--- config.mk ---
export PLATFORM = sky130hd
export DESIGN_NAME = mvt_operand_stream
export DESIGN_NICKNAME = d
export VERILOG_FILES = /design/src/rtl/mvt_pkg.sv /design/src/rtl/mvt_addr_gen.sv /design/src/rtl/mvt_operand_stream.sv
export SDC_FILE = /design/constraint.sdc
export NUM_CORES = 1
export LEC_CHECK = 0
export CAP_MARGIN = 10
export CELL_PAD_IN_SITES_DETAIL_PLACEMENT = 1
export CELL_PAD_IN_SITES_GLOBAL_PLACEMENT = 1
export CORE_MARGIN = 2
export CORE_UTILIZATION = 27
export CTS_CLUSTER_SIZE = 40
export DETAILED_ROUTE_END_ITERATION = 8
export GPL_TIMING_DRIVEN = 0
export PLACE_DENSITY = 0.83
export SYNTH_ARGS = -nofsm -noshare
export SYNTH_HDL_FRONTEND = slang
export SYNTH_SLANG_ARGS = --single-unit
--- constraint.sdc ---
create_clock -name clk -period 1.52 [get_ports clk]
set_input_delay 0.304 -clock clk [delete_from_list [all_inputs] [get_ports clk]]
set_output_delay 0.304 -clock clk [all_outputs]
set_load 0.02 [all_outputs]
--- src/rtl/mvt_pkg.sv ---
// Shared constants and FSM state type for the MVT operand path.
// HOLD_Y is also the no-op code the MAC stage recognises.
package mvt_pkg;
    localparam int unsigned HOLD_Y = 100;
    localparam int unsigned CLR_Y  = 0;

    typedef enum logic [1:0] {
        IDLE,
        CLR,
        RUN,
        FIN
    } mvt_state_e;
endpackage

--- src/rtl/mvt_addr_gen.sv ---
// Row/column read counters for the operand stream, with the transpose
// address mux and last-row/last-column flags for the read position.
module mvt_addr_gen
    import mvt_pkg::*;
#(
    parameter int N  = 4,
    parameter int AW = 8
) (
    input  logic          clk,
    input  logic          rst_n,
    input  logic          clear,
    input  logic          advance,
    input  logic          transpose,
    output logic [AW-1:0] a_addr,
    output logic [AW-1:0] y_addr,
    output logic          last_col,
    output logic          last_row
);
    localparam int CW = (N > 1) ? $clog2(N) : 1;
    localparam logic [CW-1:0] LAST = CW'(N - 1);

    logic [CW-1:0] row_reg;
    logic [CW-1:0] col_reg;
    logic [AW-1:0] row_w;
    logic [AW-1:0] col_w;

    // Counters always point at the read being issued this cycle.
    always_ff @(posedge clk or negedge rst_n) begin
        if (!rst_n) begin
            row_reg <= '0;
            col_reg <= '0;
        end else if (clear) begin
            row_reg <= '0;
            col_reg <= '0;
        end else if (advance) begin
            if (col_reg == LAST) begin
                col_reg <= '0;
                row_reg <= (row_reg == LAST) ? '0 : row_reg + 1'b1;
            end else begin
                col_reg <= col_reg + 1'b1;
            end
        end
    end

    assign last_col = (col_reg == LAST);
    assign last_row = (row_reg == LAST);

    assign row_w  = AW'(row_reg);
    assign col_w  = AW'(col_reg);
    assign a_addr = transpose ? (col_w * AW'(N) + row_w) : (row_w * AW'(N) + col_w);
    assign y_addr = col_w;
endmodule

--- src/rtl/mvt_operand_stream.sv ---
// Operand sequencer for the MVT MAC: streams a clear beat then N (A, y)
// element beats per row, normal or transposed, with zero-y substitution.
module mvt_operand_stream
    import mvt_pkg::*;
#(
    parameter int N  = 4,
    parameter int DW = 32,
    parameter int AW = 8
) (
    input  logic          clk,
    input  logic          rst_n,
    input  logic          start,
    input  logic          transpose,
    output logic [AW-1:0] a_addr,
    output logic          a_rd_en,
    input  logic [DW-1:0] a_rdata,
    output logic [AW-1:0] y_addr,
    output logic          y_rd_en,
    input  logic [DW-1:0] y_rdata,
    output logic [DW-1:0] aout,
    output logic [DW-1:0] y_out,
    output logic          row_last,
    output logic          busy,
    output logic          done,
    output logic          range_err
);
    localparam logic [DW-1:0] HOLD_V = DW'(HOLD_Y);
    localparam logic [DW-1:0] CLR_V  = DW'(CLR_Y);

    mvt_state_e    state_reg;
    logic          rd_en_reg;
    logic          fin_pending_reg;
    logic          transpose_reg;
    logic [DW-1:0] aout_reg;
    logic [DW-1:0] y_out_reg;
    logic          row_last_reg;
    logic          busy_reg;
    logic          done_reg;
    logic          range_err_reg;
    logic          accept;
    logic          last_col;
    logic          last_row;

    assign accept = (state_reg == IDLE) && start;

    mvt_addr_gen #(
        .N  (N),
        .AW (AW)
    ) u_addr_gen (
        .clk       (clk),
        .rst_n     (rst_n),
        .clear     (accept),
        .advance   (rd_en_reg),
        .transpose (transpose_reg),
        .a_addr    (a_addr),
        .y_addr    (y_addr),
        .last_col  (last_col),
        .last_row  (last_row)
    );

    // The read for element j is issued one cycle before the RUN cycle that
    // captures it, so the CLR cycle already reads column 0 of its row.
    always_ff @(posedge clk or negedge rst_n) begin
        if (!rst_n) begin
            state_reg       <= IDLE;
            rd_en_reg       <= 1'b0;
            fin_pending_reg <= 1'b0;
            transpose_reg   <= 1'b0;
            aout_reg        <= '0;
            y_out_reg       <= HOLD_V;
            row_last_reg    <= 1'b0;
            busy_reg        <= 1'b0;
            done_reg        <= 1'b0;
            range_err_reg   <= 1'b0;
        end else begin
            done_reg     <= 1'b0;
            row_last_reg <= 1'b0;
            aout_reg     <= '0;
            y_out_reg    <= HOLD_V;
            unique case (state_reg)
                IDLE: begin
                    if (start) begin
                        state_reg       <= CLR;
                        busy_reg        <= 1'b1;
                        rd_en_reg       <= 1'b1;
                        fin_pending_reg <= 1'b0;
                        range_err_reg   <= 1'b0;
                        transpose_reg   <= transpose;
                    end
                end
                CLR, RUN: begin
                    if (state_reg == CLR) begin
                        y_out_reg <= CLR_V;
                    end else begin
                        // A zero y would look like a clear downstream; emit a no-op instead.
                        if (y_rdata == '0) begin
                            y_out_reg <= HOLD_V;
                        end else begin
                            aout_reg  <= a_rdata;
                            y_out_reg <= y_rdata;
                        end
                        if (y_rdata >= HOLD_V) begin
                            range_err_reg <= 1'b1;
                        end
                        row_last_reg <= !rd_en_reg;
                    end
                    if (rd_en_reg) begin
                        state_reg <= RUN;
                        if (last_col) begin
                            rd_en_reg       <= 1'b0;
                            fin_pending_reg <= last_row;
                        end
                    end else if (fin_pending_reg) begin
                        state_reg <= FIN;
                    end else begin
                        state_reg <= CLR;
                        rd_en_reg <= 1'b1;
                    end
                end
                FIN: begin
                    state_reg <= IDLE;
                    busy_reg  <= 1'b0;
                    done_reg  <= 1'b1;
                end
                default: begin
                    state_reg <= IDLE;
                end
            endcase
        end
    end

    assign a_rd_en   = rd_en_reg;
    assign y_rd_en   = rd_en_reg;
    assign aout      = aout_reg;
    assign y_out     = y_out_reg;
    assign row_last  = row_last_reg;
    assign busy      = busy_reg;
    assign done      = done_reg;
    assign range_err = range_err_reg;
endmodule

==> metrics.md <==
| Metric | Value |
|---|---|
| Status | `finished with violations` |
| Failing checks | `negative setup slack` |
| Cts bufs inserted | `9` |
| WL/cell | `15.9 um` |
| Pleak | `2.62 nW` |
| Cell Pwr Density | `1960 mW/mm2` |
| Clock share of power | `15.6%` |
| Final WS setup | `-103 ps` |
| P_int | `0.00610 W` |
| Total gr overflow | `0` |
| H-tree depth | `3` |
| Clock transition at path regs | `80 ps` |
| Switching power | `0.00379 W` |
| Worst hold path type | `input pin to flip-flop` |
| Max-slew violations | `0` |
| Clk sinks | `77` |
| CP required | `1220 ps` |
| Peak VDD IR | `0.000635 V` |
| Slowest stage delay, CP | `410 ps` |
| Vias in the first global route | `2571` |
| Clk root buf | `clkbuf_8` |
| Detailed Route Iter0 Violations | `41` |
| Seq/Total Area, Yosys | `65.6%` |
| Fraction of layout cells with a size suffix above 1 | `26.6%` |
| Critical Path End Type | `primary output` |
| Distinct cells, synth | `28` |
| Syn_area_per_cell | `12.5 um2` |
| DRC Markers | `0` |
| All-layer global routing usage | `15.4%` |
| Startpoint types | `flip-flop` |
| Ports | `154` |
| CP top delay family | `flip-flops` |
| Clock buffer depth | `2` |
| Final hold violation count | `0` |
| Number of synthesis warnings | `0` |
| Drt first pass iters | `4` |
| Combinational power share | `51.7%` |
| Die width | `108 um` |
| Final Cell Area | `0.00504 mm2` |
| RSZ-0062 raised after global routing | `true` |
| Largest net degree at the start of global routing | `46` |
| Mapped Cells | `235` |
| TritonCTS clock tree | `yes` |
| Initial antenna violation count | `1` |
| Max Clock Freq | `616 MHz` |
| Setup CP Type | `flip-flop to primary output` |
| WL final | `8890 um` |
| Fin Clk Skew | `3.37 ps` |
| Syn Std Cell Area | `0.00294 mm2` |
| Detail Route Antenna Nets | `0` |
| Share of the clock period used by the worst path | `107%` |
| Post-Place Cell Area | `0.00468 mm2` |
| Core area | `0.0107 mm2` |
| Power share of the sequential group | `32.7%` |
| Die Y | `108 um` |
| HPWL after DPL | `6500 um` |
| Via count | `2440` |
| CP Cell Sequence | `buf_6, mux2_2, buf_6` |
| Maxcap violations | `0` |
| Global-route wire length before repair | `13400 um` |
| Hold WS | `209 ps` |
| Vias per cell | `4.36` |
| RD Place Congestion | `0.775` |
| Crit path buf inv count | `2` |
| Most common cell on crit path | `buf_6` |
| Slowest stage cell, crit path | `dfrtp_2` |
| Critical Path AT | `1320 ps` |
| Post-route minimum period | `1620 ps` |
| Num rows | `38` |
| Die ar. | `0.0118 mm2` |
| PortBufs | `143` |
| CP Max Fanout | `4` |
| Switching Fraction | `38.3%` |
| Clock latency on the worst-skew pair | `340 ps` |
| Endpoints failing setup | `4` |
| Initial Util | `27.4%` |
| Nets | `486` |
| Seq cells post-synth | `77` |
| Area growth syn-to-layout | `71.1%` |
worst reg2reg max path: stages (launching register included):
cell and delay (ps):
dfrtp_1 390, inv_2 90, ha_4 230, nor2b_4 130, buf_4 150, buf_4 170
and3_1 180
layer usage:
metal / GRT usage [%] / wire length (um) / vias up
li1: - / - / 1121
met1: 16.8 / 3460 / 1201
met2: 27.5 / 4590 / 105
met3: 5.18 / 718 / 13
met4: 5.86 / 128 / 0
met5: 0 / 0 / -
worst paths after layout:
path	startpoint	to	slack (ps)	cells after the start
max	transpose_reg	a_addr[2]	-100	3
min	y_rdata[11]	y_out[11]	210	2
max in group asynchronous	rst_n	y_out[6]	450	3
min reg2reg	busy	busy	520	2
min in group asynchronous	rst_n	aout[1]	440	2
max reg2reg	state_reg[1]	aout[19]	70	6
synthesized netlist by cell type:
cell	number	share of area, %
nand2_1	6	0.77
nor2b_1	4	0.85
ha_1	5	2.1
clkbuf_1	9	1.1
dfrtp_1	74	63
nand2b_1	1	0.21
a22o_1	1	0.30
nor2_1	8	1.0
and2_1	29	6.2
o31a_2	3	1.0
and2_2	1	0.26
o21ai_0	9	1.5
dfstp_2	3	2.7
and3_2	2	0.51
buf_4	11	2.8
o22ai_1	1	0.21
mux2i_1	4	1.4
nor3_1	4	0.68
buf_6	3	1.1
a21oi_1	3	0.51
nor4_1	7	1.5
nand4_1	1	0.21
or3_4	1	0.38
nand3_1	3	0.51
and3_1	30	6.4
inv_1	6	0.77
conb_1	1	0.13
mux2_2	5	1.9
timing repair:
item,in CTS,in global routing
buffers inserted,10,1
cloned,4,0
hold buffers,1,0
gates resized for setup,170,48
setup endpoints to repair,145,64
hold endpoints to repair,32,0
pin swaps,13,11
cell type report:
type	instances	area [um2]
antenna	1	2.50
buffer	21	176
clock buffer	10	138
clock inverter	6	61.3
fill	1214	5710
inverter	6	22.5
multi-input combinational	138	1060
sequential	77	1930
tap	140	175
timing repair buffer	160	1470
stage by stage:
| stage | std cells | utilization [%] | setup WS (ps) | power, W | setup TNS [ps] |
|---|---|---|---|---|---|
| finish | 559 | 46.9 | -103 | 0.00988 | -256 |
| global route | 559 | 46.9 | -160 | 0.0105 | -490 |
| CTS | 558 | 45.9 | -204 | 0.00966 | -545 |
| detailed placement | 528 | 43.5 | -758 | 0.00835 | -36000 |
| global placement | 527 | 43.3 | -2520 | 0.00817 | -222170 |
| floorplan | 244 | - | 12.2 | 0.00581 | 0 |
logic make-up after synthesis:
kind of cell | count (synthesis) | synth area share, %
compound gates | 17 | 3.57
fa+ha+maj | 5 | 2.13
buf+inv | 29 | 5.87
flops | 77 | 65.6
mux | 9 | 3.27
other cells | 1 | 0.127
simple gates | 97 | 19.4
power by group through the flow:
stage	registers, W	logic [W]	clock network (W)
2_1_floorplan	0.00431	0.00150	0
3_3_place_gp	0.00328	0.00489	0
3_5_place_dp	0.00333	0.00501	0
4_1_cts	0.00325	0.00479	0.00161
5_1_grt	0.00332	0.00550	0.00173
6_report	0.00323	0.00511	0.00155
cell usage in the layout, fill, tap and decap left out, types with 6 or more instances in the layout:
cell             instances
and2_1                  29
nand2_1                  6
buf_6                   11
buf_4                   26
o21ai_0                  7
dlygate4sd2_1           83
and3_1                  18
dfrtp_1                 73
and3_4                  12
clkdlybuf4s15_1         10
clkbuf_8                11
nor2_1                   8
clkdlybuf4s50_1         34
conb_1                  10
Note: power is estimated with default switching activity, not from simulation.
